`src/rtl/branch_predict_unit_pkg.sv`:
```
// branch_predict_unit_pkg: shared types and widths for the branch predict unit
package branch_predict_unit_pkg;
    localparam int PC_W = 16;
    typedef enum logic {BPU_BIMODAL = 1'b0, BPU_GSHARE = 1'b1} bpu_mode_t;
endpackage

```
`src/rtl/branch_predict_unit_if.sv`:
```
// branch_predict_unit_if: IF lookup, WB update and perf signals of the branch predict unit
interface branch_predict_unit_if #(parameter int HIST_W = 4);
    import branch_predict_unit_pkg::*;
    logic              lkp_en;
    logic [PC_W-1:0]   lkp_pc;
    logic              pred_taken;
    logic [PC_W-1:0]   pred_target;
    logic [HIST_W-1:0] pred_hist;
    logic              upd_valid;
    logic              upd_cond;
    logic [PC_W-1:0]   upd_pc;
    logic              upd_taken;
    logic [PC_W-1:0]   upd_target;
    logic [HIST_W-1:0] upd_hist;
    logic              upd_mispredict;
    logic [15:0]       perf_branches;
    logic [15:0]       perf_mispred;
    modport master (
        output lkp_en, lkp_pc, upd_valid, upd_cond, upd_pc, upd_taken, upd_target, upd_hist, upd_mispredict,
        input  pred_taken, pred_target, pred_hist, perf_branches, perf_mispred
    );
    modport slave (
        input  lkp_en, lkp_pc, upd_valid, upd_cond, upd_pc, upd_taken, upd_target, upd_hist, upd_mispredict,
        output pred_taken, pred_target, pred_hist, perf_branches, perf_mispred
    );
endinterface

```
`src/rtl/branch_predict_unit_sat_counter.sv`:
```
// sat_counter: one saturating increment/decrement step of a W-bit counter
module sat_counter #(parameter int W = 2) (
    input  logic [W-1:0] val,
    input  logic         up,
    output logic [W-1:0] nxt
);
    always_comb nxt = up ? (&val ? val : val + W'(1)) : (|val ? val - W'(1) : val);
endmodule

```
`src/rtl/branch_predict_unit.sv`:
```
// branch_predict_unit: tagged direct-mapped BTB plus saturating-counter PHT with
// bimodal/gshare indexing, speculative global history and perf counters.
module branch_predict_unit
    import branch_predict_unit_pkg::*;
#(
    parameter int        HIST_W    = 4,
    parameter int        PHT_IDX_W = 5,
    parameter int        BTB_IDX_W = 4,
    parameter int        CTR_W     = 2,
    parameter int        CTR_INIT  = 1,
    parameter bpu_mode_t MODE      = BPU_GSHARE
) (
    input logic clk,
    input logic reset,
    branch_predict_unit_if.slave bus
);
    localparam int TAG_W = PC_W - 1 - BTB_IDX_W;
    typedef struct packed {
        logic             valid;
        logic             cond;
        logic [TAG_W-1:0] tag;
        logic [PC_W-1:0]  target;
    } btb_entry_t;
    btb_entry_t        btb [2**BTB_IDX_W];
    logic [CTR_W-1:0]  pht [2**PHT_IDX_W];
    logic [HIST_W-1:0] ghr, ghr_next;
    logic [15:0]       perf_br, perf_mp, perf_br_nxt, perf_mp_nxt;
    logic [CTR_W-1:0]  lkp_ctr, upd_ctr, upd_ctr_nxt;
    logic [PHT_IDX_W-1:0] lkp_pht_idx, upd_pht_idx;
    btb_entry_t        lkp_entry;
    logic              lkp_hit;
    logic              unused_pc_lsb;

    function automatic logic [PHT_IDX_W-1:0] pht_index(logic [PC_W-1:0] pc, logic [HIST_W-1:0] h);
        return pc[PHT_IDX_W:1] ^ (MODE == BPU_GSHARE ? PHT_IDX_W'(h) : '0);
    endfunction

    function automatic logic [HIST_W-1:0] shift_in(logic [HIST_W-1:0] h, logic b);
        return HIST_W'({h, b});
    endfunction

    assign unused_pc_lsb = ^{bus.lkp_pc[0], bus.upd_pc[0]};
    assign lkp_pht_idx   = pht_index(bus.lkp_pc, ghr);
    assign upd_pht_idx   = pht_index(bus.upd_pc, bus.upd_hist);
    assign lkp_entry     = btb[bus.lkp_pc[BTB_IDX_W:1]];
    assign lkp_ctr       = pht[lkp_pht_idx];
    assign upd_ctr       = pht[upd_pht_idx];
    assign lkp_hit       = lkp_entry.valid && lkp_entry.tag == bus.lkp_pc[PC_W-1:BTB_IDX_W+1];

    assign bus.pred_taken    = lkp_hit && (!lkp_entry.cond || lkp_ctr[CTR_W-1]);
    assign bus.pred_target   = lkp_hit ? lkp_entry.target : '0;
    assign bus.pred_hist     = ghr;
    assign bus.perf_branches = perf_br;
    assign bus.perf_mispred  = perf_mp;

    // A WB repair wins over any speculative shift from the same cycle's lookup
    always_comb ghr_next = (bus.upd_valid && bus.upd_mispredict)
        ? (bus.upd_cond ? shift_in(bus.upd_hist, bus.upd_taken) : bus.upd_hist)
        : (bus.lkp_en && lkp_hit && lkp_entry.cond) ? shift_in(ghr, bus.pred_taken) : ghr;

    sat_counter #(.W(CTR_W)) u_pht_ctr (.val(upd_ctr), .up(bus.upd_taken), .nxt(upd_ctr_nxt));
    sat_counter #(.W(16))    u_perf_br (.val(perf_br), .up(1'b1),          .nxt(perf_br_nxt));
    sat_counter #(.W(16))    u_perf_mp (.val(perf_mp), .up(1'b1),          .nxt(perf_mp_nxt));

    always_ff @(posedge clk) begin
        if (reset) begin
            ghr     <= '0;
            perf_br <= '0;
            perf_mp <= '0;
            for (int i = 0; i < 2**BTB_IDX_W; i++) btb[i] <= '0;
            for (int i = 0; i < 2**PHT_IDX_W; i++) pht[i] <= CTR_W'(CTR_INIT);
        end else begin
            ghr <= ghr_next;
            if (bus.upd_valid && bus.upd_cond) pht[upd_pht_idx] <= upd_ctr_nxt;
            if (bus.upd_valid && bus.upd_taken)
                btb[bus.upd_pc[BTB_IDX_W:1]] <= '{valid: 1'b1, cond: bus.upd_cond,
                    tag: bus.upd_pc[PC_W-1:BTB_IDX_W+1], target: bus.upd_target};
            if (bus.upd_valid) perf_br <= perf_br_nxt;
            if (bus.upd_valid && bus.upd_mispredict) perf_mp <= perf_mp_nxt;
        end
    end
endmodule

```
`src/flat_wrapper.sv`:
```
// flat-port wrapper written by rule: the top's interface ports become plain ports
module branch_predict_unit_flat import branch_predict_unit_pkg::*;
#(
    parameter int        HIST_W    = 4,
    parameter int        PHT_IDX_W = 5,
    parameter int        BTB_IDX_W = 4,
    parameter int        CTR_W     = 2,
    parameter int        CTR_INIT  = 1,
    parameter bpu_mode_t MODE      = BPU_GSHARE
)
  (clk, reset, bus_lkp_en, bus_lkp_pc, bus_upd_valid, bus_upd_cond, bus_upd_pc, bus_upd_taken, bus_upd_target, bus_upd_hist, bus_upd_mispredict, bus_pred_taken, bus_pred_target, bus_pred_hist, bus_perf_branches, bus_perf_mispred);
  branch_predict_unit_if #(.HIST_W(HIST_W)) bus_i ();
  input logic clk;
  input logic reset;
  input wire logic [$bits(bus_i.lkp_en)-1:0] bus_lkp_en;
  input wire logic [$bits(bus_i.lkp_pc)-1:0] bus_lkp_pc;
  input wire logic [$bits(bus_i.upd_valid)-1:0] bus_upd_valid;
  input wire logic [$bits(bus_i.upd_cond)-1:0] bus_upd_cond;
  input wire logic [$bits(bus_i.upd_pc)-1:0] bus_upd_pc;
  input wire logic [$bits(bus_i.upd_taken)-1:0] bus_upd_taken;
  input wire logic [$bits(bus_i.upd_target)-1:0] bus_upd_target;
  input wire logic [$bits(bus_i.upd_hist)-1:0] bus_upd_hist;
  input wire logic [$bits(bus_i.upd_mispredict)-1:0] bus_upd_mispredict;
  output wire logic [$bits(bus_i.pred_taken)-1:0] bus_pred_taken;
  output wire logic [$bits(bus_i.pred_target)-1:0] bus_pred_target;
  output wire logic [$bits(bus_i.pred_hist)-1:0] bus_pred_hist;
  output wire logic [$bits(bus_i.perf_branches)-1:0] bus_perf_branches;
  output wire logic [$bits(bus_i.perf_mispred)-1:0] bus_perf_mispred;
  assign bus_i.lkp_en = bus_lkp_en;
  assign bus_i.lkp_pc = bus_lkp_pc;
  assign bus_i.upd_valid = bus_upd_valid;
  assign bus_i.upd_cond = bus_upd_cond;
  assign bus_i.upd_pc = bus_upd_pc;
  assign bus_i.upd_taken = bus_upd_taken;
  assign bus_i.upd_target = bus_upd_target;
  assign bus_i.upd_hist = bus_upd_hist;
  assign bus_i.upd_mispredict = bus_upd_mispredict;
  assign bus_pred_taken = bus_i.pred_taken;
  assign bus_pred_target = bus_i.pred_target;
  assign bus_pred_hist = bus_i.pred_hist;
  assign bus_perf_branches = bus_i.perf_branches;
  assign bus_perf_mispred = bus_i.perf_mispred;
  branch_predict_unit #(.HIST_W(HIST_W), .PHT_IDX_W(PHT_IDX_W), .BTB_IDX_W(BTB_IDX_W), .CTR_W(CTR_W), .CTR_INIT(CTR_INIT), .MODE(MODE)) u_core (.clk(clk), .reset(reset), .bus(bus_i));
endmodule
```
`config.mk`:
```
export PLATFORM = sky130hd
export DESIGN_NAME = branch_predict_unit_flat
export DESIGN_NICKNAME = d
export VERILOG_FILES = /design/src/rtl/branch_predict_unit_pkg.sv /design/src/rtl/branch_predict_unit_if.sv /design/src/rtl/branch_predict_unit_sat_counter.sv /design/src/rtl/branch_predict_unit.sv /design/src/flat_wrapper.sv
export SDC_FILE = /design/constraint.sdc
export NUM_CORES = 1
export LEC_CHECK = 0
export ABC_AREA = 1
export CAP_MARGIN = 40
export CELL_PAD_IN_SITES_DETAIL_PLACEMENT = 0
export CELL_PAD_IN_SITES_GLOBAL_PLACEMENT = 1
export CORE_ASPECT_RATIO = 0.7
export CORE_MARGIN = 2
export CORE_UTILIZATION = 48
export DETAILED_ROUTE_END_ITERATION = 7
export PLACE_DENSITY_LB_ADDON = 0.3
export SETUP_SLACK_MARGIN = 0.05
export SLEW_MARGIN = 20
export SYNTH_ARGS = -nofsm -noshare
export SYNTH_HDL_FRONTEND = slang
export SYNTH_SLANG_ARGS = --single-unit
```
`constraint.sdc`:
```
create_clock -name clk -period 3.11 [get_ports clk]
set_input_delay 0.311 -clock clk [delete_from_list [all_inputs] [get_ports clk]]
set_output_delay 0.311 -clock clk [all_outputs]
set_load 0.02 [all_outputs]
```
== Word level (Yosys, flattened, before mapping) ==
Memory sizes are Yosys's and may differ from the RTL's.
Cells that the tools add are included.
Word-level totals
  register bits: 36
  memory bits (writable): 528
  input bits: 59
  word-level logic and storage cells: 53
  memories: 2
Memories
  u_core.btb: depth 16, bits a word 29, read ports 1, clocked after memory_dff 0, write ports 16, RTL line branch_predict_unit.sv:24  | btb_entry_t btb [2**BTB_IDX_W];
  u_core.pht: depth 32, bits a word 2, read ports 2, clocked after memory_dff 0, write ports 32, RTL line branch_predict_unit.sv:25  | logic [CTR_W-1:0] pht [2**PHT_IDX_W];
Operators by class
  add/subtract/negate cells: 4
  equal/unequal tests: 1
  multiplexer cells: 21
  bitwise logic cells: 4
  reductions and logical operators: 18
Operator list (count)
  $add A16 B1 Y16 const B: 2
  $reduce_and A16 Y1: 2
  $mux W29: 1
  $reduce_or A29 Y1: 1
  $mux W16: 1
  $mux W4: 4
  $eq A11 B11 Y1: 1
  $mux W1: 10
  $xor A5 B4 Y5: 2
  $mux W2: 4
  $logic_and A1 B1 Y1: 7
  $reduce_and A2 Y1: 3
  $mux W5: 1
  $reduce_or A2 Y1: 2
  $add A2 B1 Y2 const B: 1
  $not A1 Y1: 2
  $reduce_bool A2 Y1: 1
  $sub A2 B1 Y2 const B: 1
  $logic_not A1 Y1: 1
  $logic_or A1 B1 Y1: 1

== Depth between registers and ports, before layout ==
Gate-level depths: netlist (run 1).
An unclocked memory read counts as a cell.
  depth in word-level cells: 7
  depth in mapped cells: 19

== Modules after synthesis ==
Synthesis (run 1) repeated with hierarchy kept, for this count alone.
Second synthesis, totals
  cell total of the unflattened synthesis: 3280
  area, all modules: 28599.9 µm²
By module, submodules not included
  branch_predict_unit: times used 1, cells each 2791, area an instance 26072.5 µm², seq. area each 16415.7 µm²
  sat_counter (u_core.u_perf_mp): times used 1, cells each 242, area an instance 1267.5 µm², seq. area each 0.0 µm²
  sat_counter (u_core.u_perf_br): times used 1, cells each 241, area an instance 1234.9 µm², seq. area each 0.0 µm²
  sat_counter (u_core.u_pht_ctr): times used 1, cells each 6, area an instance 25.0 µm², seq. area each 0.0 µm²

== Least setup slack after synthesis (run 1) ==
No wires, ideal clock.
  path type: input to output
  start: input port bus_lkp_pc[1]
  end: output port bus_pred_target[0]
  arrival time: 2085 ps
  data required time: 2799 ps
  setup slack: 714 ps
  stages on the path: 10
  buffers on the path: 5
  path through: buf_6 > inv_4 > buf_4 > buf_2 > buf_2 > buf_2 > nand2_1 > a221oi_1 > nor3_1 > nor3_1
On the way
  longest elaborated chain between the ends: 4
RTL lines
  start, declared: RTL line flat_wrapper.sv:16  | input wire logic [$bits(bus_i.lkp_pc)-1:0] bus_lkp_pc;
  $mem_v2 Z16 W29 (*)
  $eq A11 B11 Y1: RTL line branch_predict_unit.sv:48  | assign lkp_hit = lkp_entry.valid && lkp_entry.tag == bus.lkp_pc[PC_W-1:BTB_IDX_W+1];
  $logic_and A1 B1 Y1: RTL line branch_predict_unit.sv:48
  $mux W16 (*): RTL line branch_predict_unit.sv:51  | assign bus.pred_target = lkp_hit ? lkp_entry.target : '0;
  end, declared: RTL line flat_wrapper.sv:25  | output wire logic [$bits(bus_i.pred_target)-1:0] bus_pred_target;
Mark *: on every way between the ends. The rest lies on a longest branch, timed or not.

== Worst setup path in the final report (run 1) ==
  start: memory u_core.btb[10][18] (netlist name)
  end: output port bus_pred_target[11]
On the way
  longest elaborated chain between the ends: 4
RTL lines (RTL line)
  start, declared: branch_predict_unit.sv:24
  $mem_v2 Z16 W29
  $eq A11 B11 Y1: branch_predict_unit.sv:48
  $logic_and A1 B1 Y1: branch_predict_unit.sv:48
  $mux W16: branch_predict_unit.sv:51
No other way between the ends.

==> summary.txt, run 1 <==
Timing
  • Setup violators final: 0
  • Max-slew violation count: 0
  • Hold Vio Cnt, Final: 0
  • Achievable frequency: 325 MHz
  • RSZ-0062 raised after global routing: true
  • Minimum clock period after layout: 3.07 ns
  • Fin crit share: 98.8%
  • Worst Tran Pin Value: 0.686 ns
  • Max transition margin: 54.3%
  • Min Hold Slack: 0.458 ns
  • Clock Skew: 0.0160 ns

Synth
  • Mux share of post-synthesis cell area: 0%
  • Syn Nets: 2955
  • Adder-Cell Fraction of Synth Area: 0.0927%
  • Synth cell types: 50
  • Largest family of logic cells by synthesized area: simple AND/OR/NAND/NOR gates
  • Sequential-to-total area share from yosys stat: 60.8%
  • Primary FF master, synth: edfxtp_1
  • Number of synthesized register bits: 564
  • Compound-cell area share of the yosys netlist: 7.50%
  • Area of the mapped netlist: 0.0270 mm²
  • Synth top area share: 57.0%
  • Post-synthesis xor/xnor area fraction: 0.283%
  • Ys Warns: 0
  • Commonest cells in the netlist: nand2_1, nor2_1, edfxtp_1
  • Post-Synthesis Cells: 2894
  • Largest area contributor in the netlist: edfxtp_1
  • Most common cell in the netlist: nand2_1
  • Simple-gate portion of the synthesized area: 24.0%
  • Ys async rst share: 0%
  • Post-Syn Area per Cell: 9.33 µm²
  • EDFF count, synth: 512
  • Ranking of synthesized cells by area: edfxtp_1, nand2_1, nor2_1, dfxtp_1, nand3_1

Die
  • Initial Util: 48.7%
  • Die height: 202 µm
  • I/O Pins: 112
  • Core Area: 0.0554 mm²
  • Die width: 287 µm
  • Die area: 0.0582 mm²
  • Site Rows: 72

Finish
  • Share of cells above drive strength 1: 11.9%
  • Diodes inserted: 0
  • Nets: 3065
  • Layout Cells excl Fill: 3789
  • Synth-to-layout area growth: 16.4%

Global routing
  • Largest net degree at the start of global routing: 65
  • Initial antenna violation count: 2
  • Number of global-route vias before repair: 20700
  • Total track usage: 28.2%
  • First-pass GRT wire length: 124 mm
  • Total congestion overflow: 0

Worst setup path
  • CP required: 2.80 ns
  • Worst-path fanout max: 8
  • Reg2Reg Setup Slack: 0.81 ns
  • CP Class: flip-flop to output port
  • End of the worst register-to-register path: u_core.bus.perf_mispred[15]
  • Crit start category: flip-flop
  • Worst-case reg-to-reg path depth: 13
  • CP Capture Point: bus_pred_target[11]
  • Critical Path AT: 2.76 ns
  • Critical Path Sink Type: output port
  • Critical Path Source: u_core.btb[10][18]
  • Worst R2R Start: u_core.bus.perf_mispred[0]

Detailed routing
  • Top layer in use: met5
  • Iter 0 DRT Violations: 2662
  • Overall via count from detail_route: 21400
  • First-pass DRT Iterations: 5
  • Vias per cell: 5.66
  • Routed Antenna Nets: 0
  • M1 wire length: 35.6 mm
  • Final WL: 82.7 mm
  • Met2 wire len: 36.6 mm
  • Routed wl met3: 8.86 mm
  • Drt drc: 0
  • Routed length per instance: 21.8 µm

Placed design
  • GPL Wtd Cong: 0.878
  • Placed Cells: 3684
  • Hpwl dp: 48.2 mm
  • Port bufs: 109

Clock network
  • CTS H-tree depth: 2
  • TritonCTS Buffers: 55
  • Insertion delay to the later sink of the worst-skew pair: 0.64 ns
  • CTS tree: yes
  • Clock root buffer: clkbuf_16
  • Clock tree buffer depth: 3
  • CTS Hold Bufs: 0
  • Clock Sinks: 564
  • Clock transition at the registers of the reported paths: 0.06 ns

Power and ir drop
  • Cell Pwr Density: 553 mW/mm²
  • Pleak: 0.0123 µW
  • Max IR drop VDD: 0.455 mV

Min path
  • Hold crit path type: flip-flop to flip-flop

Flow run
  • Maxcap violations: 0

Run status
  • Status: finished, final reports clean
[where the power goes]
group	internal, µW	switching (µW)
combinational	579	1250
clock	3860	2970
sequential	8600	110
total	13000	4330
[cells by family (layout without fill, tap and decap cells)]
group	after synthesis	after routing
adders and majority gates	2	2
and+or+nand+nor	1529	1529
DFF	564	564
xor gates and xnor gates	7	7
AOI/OAI and AO/OA	325	325
buffers and inverters	467	622
[what timing repair did]
item / 4_1_cts / 5_1_grt
gates resized for setup: 85 / 56
setup endpoints to repair: 17 / 17
pin swaps: 0 / 12
setup buffers: 0 / 2
gates cloned: 0 / 1
[worst max-delay path, stage by stage, from the launching register on]
cell and delay [ns]:
edfxtp_1 0.37, nor2_1 0.14, nor2_1 0.05, o21ai_1 0.08, nand3_1 0.09, nand3_2 0.12, nand2_2 0.08, nand2_2 0.06
nand2_2 0.06, nor2_4 0.12, nand2_2 0.07, nor2_4 0.17, nand2_4 0.14, buf_12 0.19, nor3_4 0.23, buf_6 0.15
[how the worst min path moves through the flow]
stage / to / slack, ns / cells past startpoint / start
after detailed placement: u_core.btb[0][28] / 0.44 / 2 / u_core.btb[0][28]
after CTS: u_core.btb[12][28] / 0.45 / 2 / u_core.btb[12][28]
after global routing: u_core.btb[0][28] / 0.48 / 2 / u_core.btb[0][28]
final: u_core.btb[12][28] / 0.46 / 2 / u_core.btb[12][28]
after floorplan: u_core.btb[3][28] / 0.42 / 2 / u_core.btb[3][28]
after global placement: u_core.btb[3][28] / 0.43 / 2 / u_core.btb[3][28]
[placed cells by master, fill, tap and decap left out, types with 34 or more instances in the layout]
cell	Yosys	final
nand2_1	621	598
nor2_1	571	568
edfxtp_1	512	512
inv_1	258	256
nand3_1	207	199
a21oi_1	136	135
buf_4	13	128
clkdlybuf4s50_1	0	88
o21ai_0	57	57
clkbuf_16	0	56
dfxtp_1	52	51
a221oi_1	49	49
nor3_1	51	46
nor2_4	32	34
[metrics by stage]
step | TNS [ns] | total power (µW) | setup WS, ns | cell area, µm² | utilization [%]
after floorplan | 0 | 9920 | 0.714 | 27000 | -
after global placement | -4.50 | 10600 | -0.404 | 29400 | 53.0
after detailed placement | -4.54 | 10600 | -0.435 | 29400 | 53.0
after CTS | 0 | 17400 | 0.00132 | 31200 | 56.3
after global routing | -0.463 | 17900 | -0.0702 | 31400 | 56.7
final | 0 | 17400 | 0.0368 | 31400 | 56.7
[cell type report]
| class | count | area [µm²] |
|---|---|---|
| Clock buffer | 71 | 1480 |
| Clock inverter | 31 | 330 |
| Fill cell | 4868 | 24000 |
| Inverter | 267 | 1010 |
| Multi-Input combinational cell | 1863 | 8820 |
| Sequential cell | 564 | 16400 |
| Tap cell | 740 | 926 |
| Timing Repair Buffer | 253 | 2440 |
[state kept, by name, indices dropped and copies added, names as in the netlist]
register,flops
u_core.bus.perf_branches,16
u_core.btb,464
u_core.bus.pred_hist,4
u_core.bus.perf_mispred,16
u_core.pht,64
[per-layer routing]
layer	vias to the layer above	global-route usage (%)
li1	9851	-
met1	10400	41.7
met2	1044	42.6
met3	135	5.74
met4	2	6.66
met5	-	0
(Power assumes the default switching activity.)
==> run 2, diff against run 1 <==
==> constraint.sdc (replaced) <==
create_clock -name clk -period 3.11 [get_ports clk]
set_input_delay 0.4665 -clock clk [delete_from_list [all_inputs] [get_ports clk]]
set_output_delay 0.4665 -clock clk [all_outputs]
set_load 0.02 [all_outputs]
==> summary.txt, run 2 (synthesis gave the netlist of run 1 again) <==
Run status
  • Status: finished, final reports clean

Placed design
  • GPL Wtd Cong: 0.894
  • Placement Setup Slack: -0.736 ns
  • Port bufs: 109
  • Hpwl dp: 49.2 mm

Worst setup path
  • Most common cell on crit path: nand2_1
  • Worst path buffer plus inverter count: 3
  • End of the worst register-to-register path: u_core.bus.perf_mispred[15]
  • CP Class: flip-flop to output port
  • Critical Path Sink Type: output port
  • Crit start category: flip-flop
  • Worst-path fanout max: 16
  • Critical Path AT: 2.62 ns
  • Worst path slowest cell: edfxtp_1
  • Worst R2R Start: u_core.bus.perf_mispred[0]
  • Worst path cell trace: inv_1 > nand2_1 > o211ai_1 > nand3_1 > nand3_2 > nand2_1 > nand2_1 > nand2_1 > nor2_1 > nand2_1 > nor2_4 > nand2_4 > buf_12 > nor3_4 > buf_6
  • Worst-case reg-to-reg path depth: 13
  • Reg2Reg Setup Slack: 0.76 ns
  • CP required: 2.64 ns
  • CP top delay family: simple AND/OR/NAND/NOR gates
  • CP peak stage delay: 0.38 ns

Timing
  • Max-slew violation count: 0
  • Clock Skew: 0.0221 ns
  • Minimum clock period after layout: 3.09 ns
  • RSZ-0062 raised after global routing: true
  • Achievable frequency: 324 MHz
  • Fin crit share: 99.3%
  • Worst Tran Pin Value: 0.798 ns
  • Max transition margin: 46.8%
  • Setup violators final: 0
  • Hold Vio Cnt, Final: 0
  • Post-route setup slack: 0.0219 ns

Finish
  • Max FFs per register: 464
  • Nets: 3091
  • Largest registers: u_core.btb (464), u_core.pht (64)
  • Share of cells above drive strength 1: 13.2%
  • Diodes inserted: 0
  • Commonest cells after routing, fill and taps aside: nand2_1, nor2_1, edfxtp_1
  • Filler cell count: 4802
  • Largest Register: u_core.btb
  • Reg area: 0.0164 mm²
  • Leading cell type in the layout, fill and taps excluded: nand2_1
  • Synth-to-layout area growth: 17.2%
  • Final Util: 57.1%
  • Multi-input logic area: 0.00885 mm²

Flow run
  • Maxcap violations: 0

Die
  • Initial Util: 48.7%
  • Die height: 202 µm
  • Die width: 287 µm
  • Site Rows: 72
  • Die area: 0.0582 mm²
  • Core Area: 0.0554 mm²
  • I/O Pins: 112

Detailed routing
  • Overall via count from detail_route: 21600
  • Routed length per instance: 21.5 µm
  • Final WL: 82.2 mm
  • Routed Antenna Nets: 0
  • Drt drc: 0
  • Vias per cell: 5.66
  • Iter 0 DRT Violations: 2664
  • First-pass DRT Iterations: 6

Clock network
  • CTS H-tree depth: 2
  • Clock tree buffer depth: 3
  • CTS Hold Bufs: 0
  • Clock root buffer: clkbuf_16
  • Insertion delay to the later sink of the worst-skew pair: 0.63 ns
  • CTS tree: yes
  • Clock transition at the registers of the reported paths: 0.07 ns
  • TritonCTS Buffers: 55
  • Clock Sinks: 564

Global routing
  • First-pass GRT wire length: 125 mm
  • Met3 Use GR: 5.28%
  • Total congestion overflow: 0
  • Total track usage: 28.2%
  • Largest net degree at the start of global routing: 68
  • Met1 Use GR: 41.8%
  • GR Util met2: 42.0%
  • Number of global-route vias before repair: 21000
  • Initial antenna violation count: 0
  • GRT busiest layer: met2

Min path
  • WHS Endpoint: u_core.btb[4][28]
  • Hold Path Cell Cnt: 2
  • Hold crit path type: flip-flop to flip-flop
  • Hold_sp: u_core.btb[4][28]

Power and ir drop
  • Pleak: 0.0124 µW
  • Max IR drop VDD: 0.400 mV
  • Cell Pwr Density: 549 mW/mm²
[run 2: cell types whose count changed in the layout (fill, tap and decap cells not counted), sizes merged]
cell | before | now
buf | 164 | 191
inv | 270 | 269
bufinv | 6 | 5
clkbuf | 72 | 68
clkinv | 21 | 28
[run 2: timing repair]
| action | CTS | global route |
|---|---|---|
| resized for setup | 119 | 37 |
| endpoints found under the setup margin | 17 | 17 |
| setup buffers | 1 | 2 |
| pin swaps | 4 | 3 |
| gates cloned | 0 | 0 |
[run 2: cell type report]
type | count | area share, %
clock inverters | 36 | 1.03
flip-flops and latches | 564 | 51.9
repair buffers | 279 | 8.22
inverters | 267 | 3.22
well taps | 740 | 2.93
clock buffers | 68 | 4.73
multi-input cells | 1863 | 28.0
[run 2: worst reg2reg max path, delay by kind of cell (launching register included)]
kind	cells	cell delay, ns
adder cells (fa/ha/maj)	1	0.22
buffers and inverters	2	0.32
AND/OR/NAND/NOR	8	1.09
AO/OA/AOI/OAI	2	0.24
flip-flops	1	0.34
[run 2: where the power goes]
group          internal, µW  switching (µW)  total [µW]  leakage [µW]
Combinational           610            1270        1880       0.00630
Sequential             8600             115        8710       0.00524
Clock                  3840            2950        6790      0.000892
[run 2: how the worst max path moves through the flow]
stage               cells past startpoint          startpoint             endpoint
floorplan                              10       bus_lkp_pc[1]   bus_pred_target[0]
global placement                       15       bus_lkp_pc[2]   bus_pred_target[3]
detailed placement                     15       bus_lkp_pc[2]   bus_pred_target[3]
CTS                                    15  u_core.btb[10][17]  bus_pred_target[11]
global route                           15  u_core.btb[10][17]   bus_pred_target[3]
finish                                 15  u_core.btb[13][21]  bus_pred_target[11]
[run 2: through the flow]
| stage | hold slack [ns] | setup TNS, ns | total power, µW | cells | area (µm²) |
|---|---|---|---|---|---|
| detailed placement | 0.443 | -9.03 | 10700 | 3710 | 29600 |
| global placement | 0.439 | -8.86 | 10600 | 3710 | 29600 |
| floorplan | 0.422 | 0 | 9920 | 2894 | 27000 |
| CTS | 0.455 | -0.0109 | 17400 | 3815 | 31500 |
| finish | 0.459 | 0 | 17400 | 3817 | 31600 |
| global route | 0.472 | -0.802 | 17900 | 3817 | 31600 |
[run 2: layer usage]
metal | vias to the layer above | share of wire (%)
li1 | 9920 | -
met1 | 10500 | 44
met2 | 1041 | 43
met3 | 146 | 9.8
met4 | 0 | 2.9
met5 | - | 0
